## src/rtl/sequence_timer.sv

```systemverilog
// One-hot phase sequencer for the control unit: advances T each clock, with
// memory stall, instruction-boundary halt/step/resume, stall watchdog and debug counter.
module sequence_timer #(
  parameter int PHASES   = 8,
  parameter int ICNT_W   = 16,
  parameter int WDOG_MAX = 255
) (
  input  logic              clk,
  input  logic              rst_n,
  input  logic              seq_counter_RESET,
  input  logic              mem_wait,
  input  logic              halt_req,
  input  logic              resume,
  input  logic              step,
  input  logic              clear_flags,
  output logic [PHASES-1:0] T,
  output logic              running,
  output logic              halted,
  output logic [ICNT_W-1:0] instr_count,
  output logic              wdog_timeout,
  output logic              seq_overrun
);

  localparam int WD_W = $clog2(WDOG_MAX + 1);
  localparam logic [PHASES-1:0] T0 = PHASES'(1);

  typedef enum logic [1:0] {RUN, STEP, HALTED} state_t;

  state_t            state, state_n;
  logic [PHASES-1:0] t_n;
  logic [ICNT_W-1:0] icnt_n;
  logic [WD_W-1:0]   wd_cnt, wd_n;
  logic              wdto_set, ovr_set, boundary;

  always_ff @(posedge clk or negedge rst_n) begin
    if (!rst_n) begin
      state        <= RUN;
      T            <= T0;
      instr_count  <= '0;
      wd_cnt       <= '0;
      wdog_timeout <= 1'b0;
      seq_overrun  <= 1'b0;
    end else begin
      state        <= state_n;
      T            <= t_n;
      instr_count  <= icnt_n;
      wd_cnt       <= wd_n;
      // a set on the same edge as a clear takes precedence
      wdog_timeout <= wdto_set | (wdog_timeout & ~clear_flags);
      seq_overrun  <= ovr_set  | (seq_overrun  & ~clear_flags);
    end
  end

  always_comb begin
    state_n  = state;
    t_n      = T;
    icnt_n   = instr_count;
    wd_n     = wd_cnt;
    wdto_set = 1'b0;
    ovr_set  = 1'b0;
    boundary = 1'b0;
    case (state)
      HALTED: begin
        t_n = T0;
        if (resume)    state_n = RUN;
        else if (step) state_n = STEP;
      end
      default: begin
        if (seq_counter_RESET) begin
          t_n      = T0;
          icnt_n   = instr_count + ICNT_W'(1);
          wd_n     = '0;
          boundary = 1'b1;
        end else if (mem_wait) begin
          if (wd_cnt == WD_W'(WDOG_MAX - 1)) begin
            // abandon the stalled instruction without counting it
            t_n      = T0;
            wd_n     = '0;
            wdto_set = 1'b1;
            boundary = 1'b1;
          end else begin
            wd_n = wd_cnt + WD_W'(1);
          end
        end else begin
          t_n  = {T[PHASES-2:0], T[PHASES-1]};
          wd_n = '0;
          if (T[PHASES-1]) begin
            ovr_set  = 1'b1;
            icnt_n   = instr_count + ICNT_W'(1);
            boundary = 1'b1;
          end
        end
        if (boundary && (halt_req || state == STEP)) state_n = HALTED;
      end
    endcase
  end

  assign running = (state == RUN) || (state == STEP);
  assign halted  = (state == HALTED);

endmodule

```

## config.mk

```make
export PLATFORM = sky130hd
export DESIGN_NAME = sequence_timer
export DESIGN_NICKNAME = d
export VERILOG_FILES = /design/src/rtl/sequence_timer.sv
export SDC_FILE = /design/constraint.sdc
export NUM_CORES = 1
export LEC_CHECK = 0
export CAP_MARGIN = 20
export CORE_UTILIZATION = 42
export CTS_BUF_LIST = sky130_fd_sc_hd__clkbuf_8
export CTS_CLUSTER_DIAMETER = 30
export DETAILED_ROUTE_END_ITERATION = 8
export GPL_ROUTABILITY_DRIVEN = 0
export PLACE_DENSITY = 0.71
export REMOVE_ABC_BUFFERS = 1
export SLEW_MARGIN = 20
export SYNTH_ARGS = -nofsm -noshare
export SYNTH_HDL_FRONTEND = slang
export SYNTH_SLANG_ARGS = --single-unit
```

## constraint.sdc

```tcl
create_clock -name clk -period 1.36 [get_ports clk]
set_input_delay 0.408 -clock clk [delete_from_list [all_inputs] [get_ports clk]]
set_output_delay 0.408 -clock clk [all_outputs]
set_load 0.01 [all_outputs]
```

==> summary.txt, run 1 <==
Timing
  – Fin worst setup slack: -0.0563 ns
  – Slew @ Worst Pin: a little under 0.4 ns
  – RSZ-0062 raised after global routing: true
  – Fin. max-slew vios: 0
  – Peak Freq: 706 MHz
  – Fin. Hold Viols: 0
  – Relative slew slack: between 70 and 80%
  – Final period util: 104%
  – Setup Skew: 0.00390 ns
  – Minimum clock period: 1.42 ns
  – # setup viols final: 4

Power
  – Worst VDD drop: 1.47 mV
  – Gate power share: around 39%
  – Clock share of power: about 24%
  – Sw Share: approximately a third
  – Power Dens Cells: ~1500 nW/um^2
  – Lkg Pwr: 1.26 nW
  – Sequential share of power: a little over a third
  – Pint: 2.57 mW
  – Sw Pwr: ~1.3 mW

Layout
  – Finished Cell Area: between 2000 and 3000 sq um
  – Most common cell after layout, fill and taps aside: buf_4
  – Most frequent cells in the layout: buf_4, dfrtp_1, clkdlybuf4s15_1
  – Nets@finish: between 200 and 250
  – Non-filler instance count after layout: roughly 290
  – P&R area growth vs syn: 58.0%
  – Share of cells above drive strength 1: 42.4%
  – Diode count: 0

Yosys
  – YS warnings: 0
  – Cell Area, Synth: about 1700 sq um
  – Synth top area share: a little over half
  – Post-synthesis sequential area ratio: 53.6%
  – Avg Cell Area, Syn: about 11 sq um
  – Area contributors post-synth: dfrtp_1, xnor2_1, xor2_1, a22o_1, nand4_1
  – Post-synth top flop: dfrtp_1
  – Yosys top cell by area: dfrtp_1
  – EDFF count, synth: 0
  – Synth unique cells: 38
  – Gate Count Post-Synth: 149
  – FF+latch count, synth: 36
  – Async SR Flop Fraction: 100%

Placed design
  – Dpl cells: 260
  – Post-DP Area: ~2300 sq um
  – Port Buffer Count: 35
  – Final HPWL DP: 2710 um

Clocking
  – TritonCTS sink count: 36
  – H-tree depth: 2
  – Root Buffer: clkbuf_8
  – TritonCTS buffer count: 5
  – Hold_buf cts: 0
  – Clock Path Buffers: 2
  – Clock transition at path regs: 0.08 ns
  – CTS tree: built
  – Clk Latency, worst-skew pair: roughly 0.29 ns

Route
  – Routed WL: ~4300 um
  – Vias per inst: roughly 5.2
  – DRC Markers: 0
  – Average wire per standard cell: approximately 15 um
  – DRT Pass-1 Iters: 4
  – Antenna Violating Nets Remaining: 0
  – DRT iter0 DRCs: 79
  – Via count: approximately 1500

Min path
  – HP Class: in2async

Setup path
  – CP max stage cell: dfrtp_1
  – CP Buf/Inv Count: 1
  – CP Launch Type: flop
  – CP max FO: 9
  – CP Class: reg2reg
  – Slowest stage delay, CP: slightly below 0.4 ns
  – CP delay by family, top: flip-flops
  – Critical Path RT: 1.54 ns
  – Worst Path Arrival: between 1.5 and 2 ns
  – CP endpoint kind: flop
  – CP Cell Sequence: buf_6 -> nor2b_4 -> o211a_4 -> nand4_1 -> xnor2_1

Outcome
  – Failing checks: negative setup slack
  – Outcome: finished with violations

Floorplan
  – Die ar.: roughly 4300 sq um
  – Die Y: 65.3 um
  – Die X: between 60 and 70 um
  – Rows: 22
  – Initial Utilization: 44.9%
  – I/O Pins: 36
  – Core area: approximately 3700 sq um

Flow run
  – Number of max-cap violations: 0

Global routing
  – Largest net degree at the start of global routing: 21
  – GRT overflow: 0
  – GRT Total Usage: between 20% and 30%
  – First-pass GRT wire length: 6420 um
  – Vias in the first global route: 1458
  – Initial antenna violation count: 0
synthesized netlist by cell type, types with 3 or more instances:
cell type and count:
xnor2_1 11, dfrtp_1 35, nor2_1 9, nand3_1 7, ha_1 3, o21ai_0 4, nand4_1 8, xor2_1 10
nand2_1 11, and3_1 3, a22o_1 6, inv_1 8, and2_1 3
power groups by stage:
stage	clock network [mW]	registers [mW]	logic [mW]
after floorplan	0	1.46	0.500
after global placement	0	1.39	1.24
after detailed placement	0	1.40	1.27
after CTS	0.959	1.38	1.39
after global routing	1.00	1.42	1.65
final	0.948	1.41	1.53
logic make-up (layout without fill, tap and decap cells):
group,count (synthesis),in the layout,synth area share (%)
xor gates and xnor gates,21,21,10.9
AOI/OAI and AO/OA,21,21,9.23
DFF,36,36,53.6
adders and majority gates,3,3,2.23
muxes,1,1,0.670
and+or+nand+nor,56,56,20.0
buffers and inverters,11,100,3.27
worst register-to-register path, delay by kind of cell (launching register included):
| kind | cells | cell delay, ns |
|---|---|---|
| AO/OA/AOI/OAI | 1 | 0.24 |
| XOR/XNOR | 1 | 0.17 |
| buffers and inverters | 1 | 0.12 |
| flip-flops | 1 | 0.39 |
| AND/OR/NAND/NOR | 2 | 0.38 |
state kept, by name, summed over array words and instances (netlist names):
signal        count
wd_cnt            8
state             2
instr_count      16
T                 8
seq_overrun       1
wdog_timeout      1
final timing paths:
| kind | from | endpoint | slack, ns | cells after the start |
|---|---|---|---|---|
| max | T[7] | instr_count[7] | -0.06 | 5 |
| min | rst_n | wdog_timeout | 0.46 | 2 |
| max reg2reg | T[7] | instr_count[7] | -0.06 | 5 |
| min reg2reg | instr_count[3] | instr_count[3] | 0.53 | 1 |
| max in group asynchronous | rst_n | wd_cnt[1] | 0.65 | 2 |
| min in group clk | instr_count[3] | instr_count[3] | 0.53 | 1 |
final cells by class:
type                    count  area (sq um)
fillers                   271          1090
flip-flops and latches     36           905
multi-input cells         102           868
repair buffers             83           674
clock buffers               5          68.8
well taps                  48          60.1
clock inverters             3          42.5
inverters                   9          38.8
per-stage QoR:
stage                     util (%)  hold slack (ns)  total power, mW  setup WS [ns]  setup TNS [ns]
after floorplan                  -            0.112             1.96         0.0394               0
after global placement        61.5            0.480             2.63         -0.451          -12.53
after detailed placement      61.5            0.489             2.67         -0.530          -13.56
after CTS                     68.7            0.471             3.73        -0.0296         -0.0364
after global routing          71.0            0.494             4.07        -0.0965          -0.774
final                         71.0            0.461             3.88        -0.0563          -0.123
metal layers:
metal	GRT usage [%]	vias up	routed length, um
met3	4.86	6	223
met2	33.5	50	2190
met5	0	-	0
met4	9.24	0	40
met1	24.9	738	1850
li1	-	694	-
repair_timing:
item | 4_1_cts | 5_1_grt
buffers inserted | 15 | 4
setup endpoints to repair | 59 | 40
pin swaps | 3 | 17
gates resized for setup | 84 | 35
endpoints found under the hold margin | 0 | 0
No activity file was read; power rests on OpenSTA's default activity.
==> run 2, diff against run 1 <==
CTS_BUF_LIST = sky130_fd_sc_hd__clkbuf_4 sky130_fd_sc_hd__clkbuf_8 sky130_fd_sc_hd__clkbuf_16   (was sky130_fd_sc_hd__clkbuf_8)
CTS_CLUSTER_DIAMETER = 100   (was 30)
SETUP_SLACK_MARGIN = 0.2   (was default)
==> run 2 against run 1 <==
  * The flow still finishes with violations (negative setup slack)
  * Combinational power up 34%
  * Clock power up 0.8%
  * Count of clock-buffer cells in the layout unchanged
  * Non-clock buffer count up 19
  * Critical endpoint is now halted
  * Largest power group unchanged
  * Highest routed layer unchanged
==> summary.txt, run 2 (synthesis results as in run 1) <==
Placed design
  – Final HPWL DP: about 2700 um
  – Dpl cells: 260
  – Port Buffer Count: 35
  – Post-DP Area: approximately 2300 sq um
  – Pre-CTS setup slack: -0.530 ns

Setup path
  – CP Class: reg2out
  – Critical Path RT: ~0.95 ns
  – CP Launch Type: flop
  – CP endpoint kind: output pin
  – Worst Path Arrival: 1.00 ns
  – CP max FO: 2
  – Slowest stage delay, CP: 0.38 ns
  – CP Cell Sequence: nand2b_4 -> inv_6 -> buf_6
  – CP max stage cell: dfrtp_1

Timing
  – Final period util: 103%
  – Minimum clock period: 1.40 ns
  – Fin. max-slew vios: 0
  – Setup TNS: -0.120 ns
  – Slew @ Worst Pin: about 0.30 ns
  – Hold slack: 0.455 ns
  – Fin. Hold Viols: 0
  – RSZ-0062 raised after global routing: true
  – Relative slew slack: ~80%
  – Fin worst setup slack: -0.0439 ns
  – Peak Freq: approximately 700 MHz
  – # setup viols final: 10
  – Setup Skew: a little over 0.006 ns

Layout
  – Max reg flops: 16
  – Non-filler instance count after layout: roughly 310
  – Most frequent cells in the layout: buf_4, dfrtp_1, buf_2
  – P&R area growth vs syn: 73.1%
  – Share of cells above drive strength 1: between 60% and 70%
  – Nets@finish: ~270
  – Final Util: around 78%
  – Diode count: 0
  – Biggest register: instr_count
  – Most common cell after layout, fill and taps aside: buf_4
  – Finished Cell Area: roughly 2900 sq um
  – Layout fillers: 220
  – Biggest regs: instr_count: 16 flops, T: 8 flops, wd_cnt: 8 flops

Route
  – Routed WL: around 5200 um
  – Antenna Violating Nets Remaining: 0
  – Via count: between 1500 and 2000
  – Vias per inst: 5.28
  – Average wire per standard cell: 16.9 um
  – DRC Markers: 0
  – DRT Pass-1 Iters: 4
  – DRT iter0 DRCs: 72

Floorplan
  – Rows: 22
  – Die Y: 65.3 um
  – Initial Utilization: between 40% and 50%
  – I/O Pins: 36
  – Die X: roughly 65 um
  – Core area: 3740 sq um
  – Die ar.: between 4000 and 5000 sq um

Outcome
  – Failing checks: negative setup slack
  – Outcome: finished with violations

Power
  – Power Total: between 4 and 5 mW
  – Power Dens Cells: 1510 nW/um^2
  – Worst VDD drop: between 1.5 and 2 mV
  – Lkg Pwr: 1.45 nW

Global routing
  – GR Util met3: about 5%
  – Initial antenna violation count: 0
  – GRT overflow: 0
  – Largest net degree at the start of global routing: 21
  – Global route hottest layer: met2
  – GRT Total Usage: between 20% and 30%
  – Vias in the first global route: about 1500
  – GRT met1 Usage: 28.2%
  – First-pass GRT wire length: between 6000 and 7000 um
  – Met2 usage: 35.1%

Clocking
  – Clock transition at path regs: ~0.08 ns
  – Root Buffer: clkbuf_8
  – H-tree depth: 2
  – Hold_buf cts: 0
  – CTS tree: built
  – Clk Latency, worst-skew pair: approximately 0.3 ns
  – TritonCTS buffer count: 5
  – Clock Path Buffers: 2
  – TritonCTS sink count: 36

Min path
  – HP Class: in2async

Flow run
  – Number of max-cap violations: 0
-- run 2: repair_timing --
action | 4_1_cts | 5_1_grt
setup buffers | 22 | 14
endpoints found under the setup margin | 64 | 64
pin swaps | 16 | 30
gates resized for setup | 162 | 40
cloned | 1 | 1
-- run 2: path summary, 6_finish.rpt --
check / from / endpoint / slack (ns) / cells past startpoint
worst max-delay path: state[0] / halted / -0.04 / 3
worst min-delay path: rst_n / wd_cnt[6] / 0.45 / 2
worst max register to register: state[1] / instr_count[12] / -0.03 / 5
worst min register to register: instr_count[3] / instr_count[3] / 0.53 / 1
max in group asynchronous: rst_n / instr_count[6] / 0.65 / 2
min in group clk: instr_count[3] / instr_count[3] / 0.53 / 1
-- run 2: critical path, delay by kind of cell, from the launching register on --
kind	cells	cell delay [ns]
buffers and inverters	2	0.15
DFF	1	0.38
and+or+nand+nor	1	0.17
-- run 2: layout make-up --
| class | instances | area [sq um] | share of cell area, % |
|---|---|---|---|
| sequential | 36 | 902 | 31.0 |
| tap | 48 | 60.1 | 2.06 |
| clock inverter | 3 | 42.5 | 1.46 |
| inverter | 9 | 38.8 | 1.33 |
| timing repair buffer | 102 | 774 | 26.6 |
| multi-input combinational | 103 | 1020 | 35.2 |
| clock buffer | 5 | 68.8 | 2.36 |
-- run 2: metal layers --
metal  routed length [um]  part of all wire, %
met1                 2160                   42
met2                 2740                   53
met3                  239                  4.6
met4                   40                 0.77
met5                    0                    0
-- run 2: power by group --
group / internal, mW / total, mW / switching (mW)
Sequential: 1.24 / 1.40 / 0.159
Clock: 0.542 / 0.956 / 0.414
Combinational: 1.09 / 2.05 / 0.966
==> run 3, diff against run 2 <==
CORE_MARGIN = 2   (was default)
==> run 3 against run 2 <==
  * The flow still finishes with violations (negative setup slack)
  * Design area increased by 5.8%
  * Sequential share of layout area decreased by 1.7 points
  * Sequential power barely moved
  * Routed wire length up 22%
  * Critical path depth grew 2
  * Largest cell class unchanged
  * Highest routed layer unchanged
==> summary.txt, run 3 (synthesis results as in run 1) <==
Timing
  – Final period util: 111%
  – Fin. Hold Viols: 0
  – Setup Skew: 0.00627 ns
  – RSZ-0062 raised after global routing: true
  – # setup viols final: 28
  – Fin. max-slew vios: 0
  – Peak Freq: ~660 MHz
  – Minimum clock period: 1.51 ns
  – Slew @ Worst Pin: ~0.32 ns
  – Relative slew slack: just under 80%
  – Fin worst setup slack: -0.154 ns

Route
  – Via count: approximately 1700
  – WL met3: ~350 um
  – Average wire per standard cell: between 20 and 25 um
  – Routed wl met2: approximately 3300 um
  – Routed WL: between 6000 and 7000 um
  – Antenna Violating Nets Remaining: 0
  – DRT Pass-1 Iters: 4
  – Top layer used by detailed routing: met4
  – DRC Markers: 0
  – DRT iter0 DRCs: 84
  – Met1 Routed Length: 2280 um
  – Vias per inst: ~5.6

Layout
  – Nets@finish: ~280
  – Reg area: 902 sq um
  – Non-filler instance count after layout: roughly 320
  – Diode count: 0
  – Max reg flops: 16
  – Biggest register: instr_count
  – Most frequent cells in the layout: buf_4, dfrtp_1, buf_6
  – P&R area growth vs syn: 83.0%
  – Layout fillers: around 200
  – Multi-input logic area: between 1000 and 1500 sq um
  – Biggest regs: instr_count: 16 flops, T: 8 flops, wd_cnt: 8 flops
  – Most common cell after layout, fill and taps aside: buf_4
  – Share of cells above drive strength 1: 61.8%

Flow run
  – Number of max-cap violations: 0

Placed design
  – Port Buffer Count: 35
  – Final HPWL DP: 2900 um
  – Dpl cells: 262

Global routing
  – Initial antenna violation count: 0
  – Vias in the first global route: 1668
  – GRT Total Usage: between 20% and 30%
  – Largest net degree at the start of global routing: 25
  – GRT overflow: 0
  – First-pass GRT wire length: 8020 um

Floorplan
  – Die X: between 60 and 70 um
  – Die Y: ~67 um
  – I/O Pins: 36
  – Initial Utilization: between 40% and 50%
  – Core area: ~3700 sq um
  – Rows: 22
  – Die ar.: between 4000 and 5000 sq um

Setup path
  – Critical Path RT: approximately 1.6 ns
  – Worst Path Arrival: ~1.7 ns
  – CP max FO: 4
  – Reg-to-reg startpoint: instr_count[5]
  – Worst setup path start: instr_count[5]
  – CP endpoint kind: flop
  – CP Launch Type: flop
  – CP Class: reg2reg

Outcome
  – Outcome: finished with violations
  – Failing checks: negative setup slack

Clocking
  – H-tree depth: 2
  – Clock transition at path regs: about 0.070 ns
  – TritonCTS sink count: 36
  – Hold_buf cts: 0
  – Clock Path Buffers: 2
  – CTS tree: built
  – Root Buffer: clkbuf_8
  – Clk Latency, worst-skew pair: roughly 0.30 ns
  – TritonCTS buffer count: 5

Power
  – Worst VDD drop: approximately 1.5 mV
  – Lkg Pwr: 1.54 nW
  – Power Total: roughly 4.8 mW
  – Power Dens Cells: between 1500 and 2000 nW/um^2

Min path
  – HP Class: in2async
## run 3: metrics by stage
step,hold WS (ns),util (%),setup TNS (ns),worst slack [ns],cell area (sq um)
after floorplan,0.112,-,0,0.0394,1670
after global placement,0.488,62.2,-13.03,-0.452,2330
after detailed placement,0.483,62.2,-14.69,-0.542,2330
after CTS,0.514,71.0,-0.156,-0.0472,2660
after global routing,0.531,82.2,-2.93,-0.264,3080
final,0.515,82.2,-1.51,-0.154,3080
## run 3: metal layers
layer	vias up	track usage (%)
li1	759	-
met1	856	28.3
met2	99	43.7
met3	35	7.17
met4	0	10.7
met5	-	0
## run 3: path summary, 6_finish.rpt
path | end | slack [ns] | cells past startpoint
setup / recovery | instr_count[12] | -0.15 | 5
min in group clk | seq_overrun | 0.54 | 2
setup reg to reg | instr_count[12] | -0.15 | 5
hold / removal | wd_cnt[5] | 0.52 | 2
hold reg to reg | seq_overrun | 0.54 | 2
max in group asynchronous | T[0] | 0.59 | 2
## run 3: area by class of cell
type / instances / area share [%]
tap: 48 / 1.95
timing repair buffer: 111 / 30.0
sequential: 36 / 29.3
multi-input combinational: 103 / 33.8
clock buffer: 6 / 2.48
clock inverter: 2 / 1.14
inverter: 9 / 1.34
## run 3: power breakdown
group	switching (mW)	internal, mW
registers	0.163	1.24
clock network	0.398	0.564
logic	1.13	1.35
total	1.69	3.15
## run 3: worst max-delay path: stages, from the launching register on
cell and delay, ns:
dfrtp_1 0.38, buf_6 0.11, and3_4 0.19, nand4_1 0.23, nor3_2 0.30, xor2_1 0.21
## run 3: what timing repair did
action / in CTS / in global routing
pin swaps: 19 / 33
resized for setup: 155 / 54
buffers inserted: 23 / 19
endpoints found under the setup margin: 64 / 64
gates cloned: 1 / 2
==> RTL edit 1 (config.mk and constraints of run 2) <==
The 3 states of `state_t` get a one-hot encoding in 3 bits.
--- a/src/rtl/sequence_timer.sv
+++ b/src/rtl/sequence_timer.sv
@@ -24,7 +24,7 @@
   localparam int WD_W = $clog2(WDOG_MAX + 1);
   localparam logic [PHASES-1:0] T0 = PHASES'(1);
 
-  typedef enum logic [1:0] {RUN, STEP, HALTED} state_t;
+  typedef enum logic [2:0] {RUN = 3'b001, STEP = 3'b010, HALTED = 3'b100} state_t;
 
   state_t            state, state_n;
   logic [PHASES-1:0] t_n;
Function: no difference found for any inputs over 10 cycles, from zero or initial values and one cycle with rst_n low; not proved beyond that.
==> RTL edit 1 against run 2 <==
  * The flow still finishes with violations (setup timing)
  * Total power is 2.5% lower
  * Area after synthesis is 6.7% higher
  * Final area is 2.9% higher
  * Sequential cell count is 1 higher
  * Wire length is 5.1% higher
  * Setup slack worse by 0.26 ns
  * First-iteration DRC count is 39% higher
  * Clock skew is 0.0015 ns higher
  * Critical path type unchanged
  * Largest power group unchanged
==> RTL edit 1: results (changes against run 2) <==
Critical Path Fanout Max -> 3 (+1)
Number of global-route vias before repair -> 1,802 (+19%)
CP arrival -> 1.26 ns (+0.26 ns)
R2R setup slack -> -0.26 ns (-0.23 ns)
Root buffer cell -> clkbuf_8
R2r startpoint -> state[0]
Pin count of the biggest net entering global routing -> 38 (+81%)
Final setup fails -> 38 (+28)
Met2 Routed Length -> 2870 µm (+5.0%)
Area fraction in compound gates after synthesis -> 0.146 (+0.0542)
Final wirelength -> 5440 µm (+5.1%)
Layout cells sized above 1 -> 0.546 (-0.0782)
GRT Resource Usage Total -> 0.258 (+0.0365)
Clk buf depth -> 2 (unchanged)
GR Util met1 -> 0.298 (+0.0167)
CP top delay family -> simple AND/OR/NAND/NOR gates
R2r worst-path depth -> 7 (+2)
Mux cell area share after synthesis -> 0 (-0.00670)
Mean post-synth cell area -> 10.7 µm² (-5.4%)
Avg WL per Cell -> 16.8 µm (-0.41%)
Synth unique cells -> 43 (+13%)
RR Endpoint -> instr_count[5]
Worst-Margin Slew -> 0.347 ns (+0.0424 ns)
Worst Skew -> 0.00757 ns (+0.00154 ns)
Synth cell count leaders -> dfrtp_1 (35), nand2_1 (14), nor3_1 (10), xor2_1 (10)
Post-Synth Adder-Cell Area -> 0.0209 (-0.00140)
Post-synthesis xor/xnor area fraction -> 0.0830 (-0.0264)
DP Wirelength -> 3040 µm (+12%)
# nets final -> 283 (+5.6%)
Max stage delay cell, worst path -> or3b_4
Setup TNS -> -6.57 ns (-6.45 ns)
Starting DRT DRC Count -> 100 (+39%)
GR Util met3 -> 0.0608 (+0.0122)
Largest cells by area after synthesis -> dfrtp_1 (49%), xor2_1 (4.9%), a22o_1 (3.9%), xnor2_1 (3.4%), dfstp_2 (2.9%)
Post-synthesis sequential area ratio -> 0.517 (-0.0190)
Failing checks -> setup timing
Post-Route M1 WL -> 2090 µm (-3.1%)
Slowest stage delay, CP -> 0.41 ns (+0.03 ns)
Fillers -> 258 (+17%)
First-pass GRT wire length -> 8420 µm (+20%)
M2 GR Usage -> 0.463 (+0.112)
Vias/cell -> 5.43 (+2.8%)
Leakage power -> 1.46 nW (+1.1%)
VDD IR max -> 0.00124 V (-22%)
Met3 WL -> 266 µm (+11%)
Dpl cells -> 285 (+9.6%)
Setup WS post-layout -> -0.306 ns (-0.262 ns)
Fin Hold WS -> 0.477 ns (+0.0222 ns)
Status -> finished, violations left
[RTL edit 1: changes by cell type after synthesis, moves of 3 or more]
| cell | delta |
|---|---|
| nand4_1 | -4 |
| nand2_1 | +3 |
| o31ai_1 | +3 |
| o21ai_0 | +4 |
| xnor2_1 | -4 |
| nor3_1 | +8 |
| and2_1 | -3 |
[RTL edit 1: final cells by class]
class | instances | area share
Timing Repair Buffer | 101 | 0.269
Tap cell | 50 | 0.0209
Sequential cell | 37 | 0.310
Clock buffer | 6 | 0.0276
Inverter | 9 | 0.0113
Clock inverter | 2 | 0.00460
Multi-Input combinational cell | 118 | 0.356
[RTL edit 1: logic make-up after synthesis]
| logic type | Yosys count |
|---|---|
| xor+xnor | 17 |
| buf+inv | 14 |
| compound gates | 34 |
| fa+ha+maj | 3 |
| flops | 37 |
| simple gates | 63 |
[RTL edit 1: how the worst max path moves through the flow]
stage / endpoint / slack, ns
after floorplan: T[1] / -0.26
after global placement: instr_count[15] / -0.52
after detailed placement: instr_count[15] / -0.56
after CTS: running / -0.31
after global routing: halted / -0.35
final: halted / -0.31
[RTL edit 1: through the flow]
stage | worst slack (ns) | instance area [µm²]
finish | -0.306 | 2990
global route | -0.347 | 2990
CTS | -0.306 | 2850
detailed placement | -0.559 | 2450
global placement | -0.525 | 2450
floorplan | -0.259 | 1750
[RTL edit 1: what timing repair did]
action | in CTS | in global routing
buffers inserted | 21 | 7
pin swaps | 18 | 17
gates cloned | 2 | 0
endpoints found under the setup margin | 65 | 65
resized for setup | 170 | 21
[RTL edit 1: where the power goes]
| group | total (W) | leakage (nW) | internal (W) | switching [W] |
|---|---|---|---|---|
| clock network | 0.000815 | 0.0512 | 0.000410 | 0.000404 |
| logic | 0.00204 | 0.922 | 0.00105 | 0.000990 |
| registers | 0.00144 | 0.489 | 0.00130 | 0.000146 |
==> RTL edit 2 (config.mk and constraints of run 2) <==
Without the edit above. The parameter `PHASES` goes from 8 to 16.
--- a/src/rtl/sequence_timer.sv
+++ b/src/rtl/sequence_timer.sv
@@ -1,7 +1,7 @@
 // One-hot phase sequencer for the control unit: advances T each clock, with
 // memory stall, instruction-boundary halt/step/resume, stall watchdog and debug counter.
 module sequence_timer #(
-  parameter int PHASES   = 8,
+  parameter int PHASES   = 16,
   parameter int ICNT_W   = 16,
   parameter int WDOG_MAX = 255
 ) (
Interface: changed (resized T); port bits go from 36 to 44. The function was not compared with the original's and may differ.
==> RTL edit 2 against run 2 <==
  * The flow still finishes with violations (setup timing)
  * Area after synthesis rose by 23%
  * Wire length fell by 0.56%
  * Setup slack got worse by 0.072 ns
  * Sequential power rose by 14%
  * Total power rose by 1.0%
  * Sequential cell count rose by 8
  * Final area rose by 17%
  * Combinational power fell by 3%
  * Die area rose by 22%
==> RTL edit 2: results (changes against run 2) <==
Final setup fails -> 26 (+16)
Synth unique cells -> 44 (+16%)
Met3 WL -> 182 µm (-24%)
Post-Synth Adder-Cell Area -> 0.0181 (-0.00421)
DP Wirelength -> 3270 µm (+20%)
Buffers on Ports -> 43 (+23%)
Regs by FF count -> T x16, instr_count x16, wd_cnt x8
Seq power -> 0.00160 W (+14%)
Post-synthesis sequential area ratio -> 0.532 (-0.00445)
# nets final -> 313 (+17%)
Hold WC Path Type -> register to register
Failing checks -> setup timing
Layout cells sized above 1 -> 0.604 (-0.0201)
Critical Path Fanout Max -> 15 (+13)
Via count -> 1,816 (+12%)
Final wirelength -> 5140 µm (-0.56%)
Post-Route M1 WL -> 2190 µm (+1.4%)
R2r startpoint -> wd_cnt[0]
Synth cell count leaders -> dfrtp_1 (43), xor2_1 (13), nand2_1 (10), nand3_1 (9)
Max_slew headroom -> 0.738 (-0.0585)
R2r worst-path depth -> 7 (+2)
Area fraction in compound gates after synthesis -> 0.167 (+0.0744)
Status -> finished, violations left
Number of global-route vias before repair -> 1,748 (+16%)
Starting DRT DRC Count -> 48 (-33%)
Pre-CTS WS -> -0.486 ns (+0.0441 ns)
First-pass GRT wire length -> 7880 µm (+13%)
Mux cell area share after synthesis -> 0.00543 (-0.00126)
GRT Resource Usage Total -> 0.197 (-0.0249)
Setup TNS -> -2.19 ns (-2.07 ns)
Setup WS post-layout -> -0.116 ns (-0.0718 ns)
Worst Skew -> 0.00643 ns (+0.000393 ns)
Internal -> 0.00297 W (+3.5%)
Fillers -> 362 (+65%)
==> RTL edit 2: cell types whose count changed after synthesis, sizes merged, moves of 3 or more <==
cell and change:
and2 -3, xor2 +3, nand4 -8, nor2 -3
dfrtp +8, nor3 +4, a22o +10, a21o +4
xnor2 -8
==> RTL edit 2: cell type report <==
| cell class | instances | area, µm² | area share |
|---|---|---|---|
| multi-input combinational | 112 | 1050 | 0.309 |
| timing repair buffer | 131 | 1030 | 0.303 |
| inverter | 8 | 35.0 | 0.0103 |
| sequential | 44 | 1100 | 0.324 |
| tap | 67 | 83.8 | 0.0246 |
| clock buffer | 6 | 82.6 | 0.0243 |
| clock inverter | 2 | 15.0 | 0.00441 |
==> RTL edit 2: worst max path at each step <==
stage | slack (ns) | end | depth (start not counted) | startpoint
4_1_cts | -0.12 | state[1] | 6 | wd_cnt[0]
5_1_grt | -0.21 | instr_count[13] | 5 | T[15]
3_5_place_dp | -0.49 | instr_count[13] | 5 | mem_wait
6_report | -0.12 | T[8] | 7 | wd_cnt[0]
2_1_floorplan | -0.18 | T[15] | 4 | state[0]
3_3_place_gp | -0.43 | instr_count[13] | 5 | mem_wait
==> RTL edit 2: what timing repair did <==
action | CTS | global route
hold buffers | 1 | 0
endpoints found under the hold margin | 9 | 0
setup buffers | 23 | 14
gates cloned | 0 | 0
pin swaps | 21 | 13
endpoints found under the setup margin | 80 | 80
resized for setup | 172 | 29
==> RTL edit 2: per-stage QoR <==
step	util	cells	instance area (µm²)	hold slack (ns)	total power [W]
2_1_floorplan	-	164	2040	0.112	0.00226
3_3_place_gp	0.627	324	2960	0.292	0.00306
3_5_place_dp	0.627	324	2960	0.291	0.00309
4_1_cts	0.671	356	3170	0.496	0.00424
5_1_grt	0.721	370	3400	0.517	0.00469
6_report	0.721	370	3400	0.492	0.00445
